==> src/rtl/fpga_msg_packer_pkg.sv <==
// fpga_msg_packer_pkg
// Shared definitions for the FPGA->PC message packer: packet sync nibbles,
// counter widths and the packer state encoding.
// Optional feature macro: FPGA_MSG_CHECKSUM_EN (adds the CHECKSUM state use).
package fpga_msg_packer_pkg;

    localparam logic [3:0] HDR_SYNC = 4'hA;
    localparam logic [3:0] TRL_SYNC = 4'h5;

    localparam int CNT_W = 12;   // n_col / n_row width, as carried in the packets
    localparam int FRM_W = 20;   // n_frame width; header carries the low 16 bits

    typedef enum logic [2:0] {
        ST_IDLE     = 3'd0,
        ST_HEADER   = 3'd1,
        ST_PAYLOAD  = 3'd2,
        ST_TRAILER  = 3'd3,
        ST_CHECKSUM = 3'd4,
        ST_ERROR    = 3'd5
    } state_t;

endpackage

==> src/rtl/fpga_msg_line_ctr.sv <==
// fpga_msg_line_ctr
// Column / row / frame counters for the message packer plus the protocol
// limit checks.
// Ports:
//   bus_clk, reset        clock, async active-high reset
//   clr_col               header emitted: restart the column count
//   pop                   payload pixel being taken from the upstream FIFO
//   pix_sof/eol/eof       flags of the pixel being taken
//   end_line, line_eof    trailer emitted; line_eof = that line closed a frame
//   n_col, n_row          current column count / row index
//   n_frame_lo            low 16 bits of the 20-bit frame counter
//   err_pix               the pixel being popped violates the line protocol
//   err_row               the trailer being emitted hits N_ROW_MAX without eof
module fpga_msg_line_ctr
    import fpga_msg_packer_pkg::*;
#(
    parameter int N_COL_MAX = 2048,
    parameter int N_ROW_MAX = 2064
) (
    input  logic             bus_clk,
    input  logic             reset,
    input  logic             clr_col,
    input  logic             pop,
    input  logic             pix_sof,
    input  logic             pix_eol,
    input  logic             pix_eof,
    input  logic             end_line,
    input  logic             line_eof,
    output logic [CNT_W-1:0] n_col,
    output logic [CNT_W-1:0] n_row,
    output logic [15:0]      n_frame_lo,
    output logic             err_pix,
    output logic             err_row
);

    localparam logic [CNT_W-1:0] COL_LIM  = CNT_W'(N_COL_MAX);
    localparam logic [CNT_W-1:0] ROW_LAST = CNT_W'(N_ROW_MAX - 1);

    logic [FRM_W-1:0] n_frame;

    assign n_frame_lo = n_frame[15:0];

    // A pixel that would make n_col exceed the limit, an sof past the first
    // pixel of a line, or an eof that does not also end the line.
    assign err_pix = pop && ((n_col == COL_LIM) ||
                             (pix_sof && (n_col != '0)) ||
                             (pix_eof && !pix_eol));

    assign err_row = end_line && !line_eof && (n_row == ROW_LAST);

    always_ff @(posedge bus_clk or posedge reset) begin
        if (reset) begin
            n_col   <= '0;
            n_row   <= '0;
            n_frame <= '0;
        end else begin
            if (clr_col)
                n_col <= '0;
            else if (pop && !err_pix)
                n_col <= n_col + 1'b1;

            if (end_line) begin
                if (line_eof) begin
                    n_frame <= n_frame + 1'b1;
                    n_row   <= '0;
                end else begin
                    n_row <= n_row + 1'b1;
                end
            end
        end
    end

endmodule

==> src/rtl/fpga_msg_packer.sv <==
// fpga_msg_packer
// Drains the processed pixel FIFO (FWFT) and frames each line into a
// header / payload / trailer packet for the FPGA->PC xillybus FIFO.
// Build option: define FPGA_MSG_CHECKSUM_EN to append an XOR checksum word
// after each trailer.
// Ports:
//   bus_clk, reset        clock, async active-high reset
//   enable                start new lines while high; a line in flight always completes
//   pix_empty, pix_ack    upstream FIFO empty / pop (pop is combinational)
//   pix_data, pix_sof, pix_eol, pix_eof   upstream pixel and framing flags
//   fpga_msg_full         downstream almost-full
//   fpga_msg_valid, fpga_msg              registered write strobe and word
//   error                 sticky protocol error, cleared only by reset
//
//   state    | meaning
//   ---------+-----------------------------------------------------------
//   IDLE     | between lines; drops non-sof pixels before the frame's first header
//   HEADER   | emit {A, n_frame[15:0], n_row}
//   PAYLOAD  | one pixel per pop, until the eol pixel
//   TRAILER  | emit {5, 0, n_col}; advance row/frame
//   CHECKSUM | emit XOR of the line's payload (checksum build only)
//   ERROR    | absorbing; no pops, no words
module fpga_msg_packer
    import fpga_msg_packer_pkg::*;
#(
    parameter int XB_SIZE   = 32,
    parameter int FP_SIZE   = 32,
    parameter int N_COL_MAX = 2048,
    parameter int N_ROW_MAX = 2064
) (
    input  logic               bus_clk,
    input  logic               reset,
    input  logic               enable,
    input  logic               pix_empty,
    output logic               pix_ack,
    input  logic [FP_SIZE-1:0] pix_data,
    input  logic               pix_sof,
    input  logic               pix_eol,
    input  logic               pix_eof,
    input  logic               fpga_msg_full,
    output logic               fpga_msg_valid,
    output logic [XB_SIZE-1:0] fpga_msg,
    output logic               error
);

    state_t           state;
    logic             line_eof;
    logic             go;
    logic             pop;
    logic             drop;
    logic             clr_col;
    logic             end_line;
    logic             err_pix;
    logic             err_row;
    logic [CNT_W-1:0] n_col;
    logic [CNT_W-1:0] n_row;
    logic [15:0]      n_frame_lo;
`ifdef FPGA_MSG_CHECKSUM_EN
    logic [31:0]      csum;
`endif

    assign go       = !fpga_msg_full && (state != ST_ERROR);
    assign pop      = go && !pix_empty && (state == ST_PAYLOAD);
    // n_row==0 in IDLE means this frame has not produced a header yet, so a
    // pixel without sof is leftover from an abandoned frame.
    assign drop     = go && !pix_empty && enable && (state == ST_IDLE) &&
                      (n_row == '0) && !pix_sof;
    assign pix_ack  = !reset && (pop || drop);
    assign clr_col  = go && (state == ST_HEADER);
    assign end_line = go && (state == ST_TRAILER);

    fpga_msg_line_ctr #(
        .N_COL_MAX (N_COL_MAX),
        .N_ROW_MAX (N_ROW_MAX)
    ) u_line_ctr (
        .bus_clk    (bus_clk),
        .reset      (reset),
        .clr_col    (clr_col),
        .pop        (pop),
        .pix_sof    (pix_sof),
        .pix_eol    (pix_eol),
        .pix_eof    (pix_eof),
        .end_line   (end_line),
        .line_eof   (line_eof),
        .n_col      (n_col),
        .n_row      (n_row),
        .n_frame_lo (n_frame_lo),
        .err_pix    (err_pix),
        .err_row    (err_row)
    );

    always_ff @(posedge bus_clk or posedge reset) begin
        if (reset) begin
            state          <= ST_IDLE;
            fpga_msg_valid <= 1'b0;
            fpga_msg       <= '0;
            error          <= 1'b0;
            line_eof       <= 1'b0;
`ifdef FPGA_MSG_CHECKSUM_EN
            csum           <= '0;
`endif
        end else begin
            fpga_msg_valid <= 1'b0;
            case (state)
                ST_IDLE: begin
                    if (enable && !pix_empty && !((n_row == '0) && !pix_sof))
                        state <= ST_HEADER;
                end
                ST_HEADER: begin
                    if (go) begin
                        fpga_msg_valid <= 1'b1;
                        fpga_msg       <= XB_SIZE'({HDR_SYNC, n_frame_lo, n_row});
`ifdef FPGA_MSG_CHECKSUM_EN
                        csum           <= '0;
`endif
                        state          <= ST_PAYLOAD;
                    end
                end
                ST_PAYLOAD: begin
                    if (pop) begin
                        if (err_pix) begin
                            error <= 1'b1;
                            state <= ST_ERROR;
                        end else begin
                            fpga_msg_valid <= 1'b1;
                            fpga_msg       <= XB_SIZE'(pix_data);
`ifdef FPGA_MSG_CHECKSUM_EN
                            csum           <= csum ^ 32'(pix_data);
`endif
                            line_eof       <= pix_eof;
                            if (pix_eol)
                                state <= ST_TRAILER;
                        end
                    end
                end
                ST_TRAILER: begin
                    if (go) begin
                        fpga_msg_valid <= 1'b1;
                        fpga_msg       <= XB_SIZE'({TRL_SYNC, 16'h0, n_col});
                        if (err_row) begin
                            error <= 1'b1;
                            state <= ST_ERROR;
                        end else begin
`ifdef FPGA_MSG_CHECKSUM_EN
                            state <= ST_CHECKSUM;
`else
                            state <= ST_IDLE;
`endif
                        end
                    end
                end
`ifdef FPGA_MSG_CHECKSUM_EN
                ST_CHECKSUM: begin
                    if (go) begin
                        fpga_msg_valid <= 1'b1;
                        fpga_msg       <= XB_SIZE'(csum);
                        state          <= ST_IDLE;
                    end
                end
`endif
                ST_ERROR: begin
                    error <= 1'b1;
                end
                default: state <= ST_IDLE;
            endcase
        end
    end

endmodule

==> config.mk <==
export PLATFORM = sky130hd
export DESIGN_NAME = fpga_msg_packer
export DESIGN_NICKNAME = d
export VERILOG_FILES = /design/src/rtl/fpga_msg_packer_pkg.sv /design/src/rtl/fpga_msg_line_ctr.sv /design/src/rtl/fpga_msg_packer.sv
export SDC_FILE = /design/constraint.sdc
export NUM_CORES = 1
export LEC_CHECK = 0
export ABC_AREA = 1
export CAP_MARGIN = 15
export CORE_MARGIN = 2
export CORE_UTILIZATION = 57
export DETAILED_ROUTE_END_ITERATION = 8
export GPL_TIMING_DRIVEN = 0
export PLACE_DENSITY = 0.95
export SYNTH_ARGS = -nofsm -noshare
export SYNTH_HDL_FRONTEND = slang
export SYNTH_SLANG_ARGS = --single-unit
==> constraint.sdc <==
create_clock -name bus_clk -period 4.7 [get_ports bus_clk]
set_input_delay 1.41 -clock bus_clk [delete_from_list [all_inputs] [get_ports bus_clk]]
set_output_delay 1.41 -clock bus_clk [all_outputs]
set_load 0.005 [all_outputs]
==> results of run 1 <==
==> repair_timing <==
action                                 in CTS  in global routing
endpoints found under the hold margin       0                  0
gates resized for setup                     0                  3
setup endpoints to repair                   0                  1
buffers inserted                            0                  1
==> critical path, cell delays in order <==
cell and delay (ps):
sky130_fd_sc_hd__clkdlybuf4s50_1 470, sky130_fd_sc_hd__nor3_1 230, sky130_fd_sc_hd__nand2_1 120, sky130_fd_sc_hd__nor4_2 200, sky130_fd_sc_hd__nor2_1 110, sky130_fd_sc_hd__nor2_1 110, sky130_fd_sc_hd__clkdlybuf4s50_1 510
==> flip-flops by register name, indices dropped and copies added (netlist names) <==
signal and count:
fpga_msg 32, u_line_ctr.n_frame 16, u_line_ctr.n_col 12, u_line_ctr.n_row 12
state 3, error 1, fpga_msg_valid 1, line_eof 1
==> layout by cell type, fill, tap and decap left out, drive strengths merged <==
cell type	count
a21oi	29
a221oi	12
a22o	4
a31oi	1
and2	1
buf	13
bufinv	3
clkbuf	17
clkdlybuf4s50	73
clkinv	2
clkinvlp	1
dfrtp	78
dlymetal6s2s	1
ha	5
inv	55
nand2	115
nand3	41
nand3b	1
nand4	7
nor2	72
nor3	23
nor3b	1
nor4	3
o211ai	2
o21a	2
o21ai	31
or2	2
xor2	17
==> report_power, final <==
part	switching, mW	leakage [nW]	total (mW)	internal [mW]
clock	0.258	0.120	0.626	0.368
combinational	0.736	1.42	1.29	0.554
sequential	0.171	0.969	1.06	0.888
==> logic make-up after synthesis <==
logic type,after synthesis
simple gates,266
compound gates,81
buf+inv,73
xor+xnor,17
flops,78
fa+ha+maj,5
==> per-stage QoR <==
step	instance area [um2]	util (%)	setup WS, ps	hold slack (ps)
CTS	5350	74.1	44.5	500
global route	5370	74.4	124	521
finish	5370	74.4	126	498
global placement	5080	70.4	86.8	455
detailed placement	5100	70.7	54.2	483
floorplan	4210	-	1160	464
==> metal layers <==
layer,wire (um),global-route usage [%],up-vias
li1,-,-,1888
met1,4700,38.1,2016
met2,6050,50.6,262
met3,956,5.45,55
met4,538,16.8,0
met5,0,0,-
==> final timing paths <==
kind,startpoint,cells after the start,slack (ps),endpoint
setup reg to reg,u_line_ctr.n_col[0]$_DFFE_PP0P_,10,2650,error$_DFFE_PP0P_
hold reg to reg,error$_DFFE_PP0P_,1,500,error$_DFFE_PP0P_
setup / recovery,pix_sof,7,130,pix_ack
min in group asynchronous,reset,2,1460,u_line_ctr.n_row[11]$_DFFE_PP0N_
max in group asynchronous,reset,3,2650,u_line_ctr.n_frame[2]$_DFFE_PP0P_
hold / removal,error$_DFFE_PP0P_,1,500,error$_DFFE_PP0P_
==> area by class of cell <==
class / count / share of cell area, %
plain buffers: 17 / 2.05
clock buffers: 11 / 2.64
clock inverters: 5 / 1.98
inverters: 56 / 4.06
multi-input cells: 369 / 36.2
flip-flops and latches: 78 / 36.4
well taps: 99 / 2.31
repair buffers: 76 / 14.4
==> out/summary.log, run 1 <==
qor: run_status.status finished clean
qor: critical_path.timing.critical_path.fanout_max 2
qor: finish.multi_input_area 0.00194 mm2
qor: critical_path.worstSetupStartpointType primary input
qor: timing.achievable-frequency 219 MHz
qor: yosys.synth_xor_xnor_area_share 3.53%
qor: yosys.post_synth_and_or_nand_nor_area_fraction 29.6%
qor: clocking.cts.hold.buffers_added 0
qor: detailed_routing.viasPerCell 5.94
qor: clocking.cts_max_level 3
qor: finish.design.final.nets 652
qor: timing.timing.final.crit_share 97.3%
qor: placement.io_buffers 74
qor: finish.final-instance-count-excl-fill 711
qor: die.std_cell_rows 31
qor: die.fp.dieArea 0.00810 mm2
qor: yosys.synth-seq-cells 78
qor: yosys.yosysMostFrequentCell sky130_fd_sc_hd__nand2_1
qor: timing.setup_tns 0 ps
qor: timing.post_route_clock_skew 12.4 ps
qor: timing.tightestPinTransition 569 ps
qor: yosys.ys.flop_type sky130_fd_sc_hd__dfrtp_1
qor: yosys.fraction_of_registers_with_async_set_or_reset_after_synthesis 100%
qor: finish.final_layout_size_suffix_gt1_share 8.66%
qor: die.core_area 0.00721 mm2
qor: global_routing.grt.overflow.total 0
qor: clocking.cts.sink_count 78
qor: die.die_height 90.0 um
qor: detailed_routing.detail_route.wirelength 12200 um
qor: yosys.largest_family_of_logic_cells_by_synthesized_area simple AND/OR/NAND/NOR gates
qor: yosys.ys_types 37
qor: clocking.cts.root.buffer_cell sky130_fd_sc_hd__clkbuf_8
qor: yosys.netlist_instances 520
qor: worst_hold_path.worst_hold_path_type register to register
qor: detailed_routing.drt_iter0_markers 492
qor: finish.sequential_cell_area 0.00195 mm2
qor: yosys.synth_area_leaders sky130_fd_sc_hd__dfrtp_1 (46%), sky130_fd_sc_hd__nand2_1 (9.8%), sky130_fd_sc_hd__nor2_1 (5.9%)
qor: critical_path.path_class primary input to primary output
qor: detailed_routing.vias 4221
qor: critical_path.cp.required 3290 ps
qor: global_routing.grt_first_pass_wirelength 19900 um
qor: power.p_total 2.97 mW
qor: clocking.tritoncts.num_buffers 9
qor: detailed_routing.dr.pass1.iters 6
qor: yosys.yosys_top_cell_area_share 46.3%
qor: yosys.yosysWarnings 0
qor: yosys.synthTopCellsByCount sky130_fd_sc_hd__nand2_1 (110), sky130_fd_sc_hd__dfrtp_1 (78), sky130_fd_sc_hd__nor2_1 (66)
qor: placement.dp.cells 694
qor: critical_path.worst_setup_path_end_kind primary output
qor: yosys.synth_top_cell_by_area sky130_fd_sc_hd__dfrtp_1
qor: clocking.tritoncts done
qor: timing.finalSetupViolations 0
qor: die.die_span_in_x 90.0 um
qor: clocking.clock_tree.buffer_depth 2
qor: finish.antenna-diode-count 0
qor: yosys.post_synth_adder_cell_area 1.48%
qor: global_routing.antenna_found_initial 0
qor: yosys.number_of_enable_type_register_cells_in_the_synthesized_netlist 0
qor: placement.dp_hpwl 8730 um
qor: finish.fillerInstances 488
qor: clocking.clkLatencyLatePin 360 ps
qor: yosys.post_synth_mux_area_share 0%
qor: detailed_routing.drc_errors 0
qor: yosys.synth_compound_gate_area_share 11.3%
qor: timing.final.min_clock_period 4570 ps
qor: yosys.postSynthNetCount 565
qor: power.vdd.ir_drop.worst 0.337 mV
qor: detailed_routing.detail-route-antenna-nets 0
qor: placement.gpl.final_weighted_congestion 0.960
qor: timing.rsz0062_at_grt false
qor: global_routing.grt_start_max_net_pins 44
qor: timing.timing.slew.headroom 62.0%
qor: global_routing.first_global_vias 4158
qor: finish.syn_to_final_growth 27.3%
qor: detailed_routing.route.detailed.wl_per_inst 17.2 um
qor: yosys.synth_area_per_cell 8.10 um2
qor: timing.max_slew_violation_count 0
qor: die.num_io_pins 75
qor: clocking.clkSlewWorstSetupHoldPaths 80 ps
qor: global_routing.grt_util_all_layers 30.5%
qor: run.max_cap_viol 0
qor: die.starting_density_of_the_core 58.4%
qor: yosys.ys_seq_area_share 46.3%
qor: critical_path.crit_arrival 3160 ps
qor: yosys.mappedNetlistArea 0.00421 mm2
qor: timing.report.final.hold_viol_count 0
qor: power.total_leakage_power 2.51 nW
qor: power.powerDensity 554 mW/mm2
(Power assumes the default switching activity.)
==> run 2, diff against run 1 <==
SKIP_CTS_REPAIR_TIMING = 1   (was not set)
==> results of run 2 <==
Final layout, timing and power as in run 1 (identical DEF).
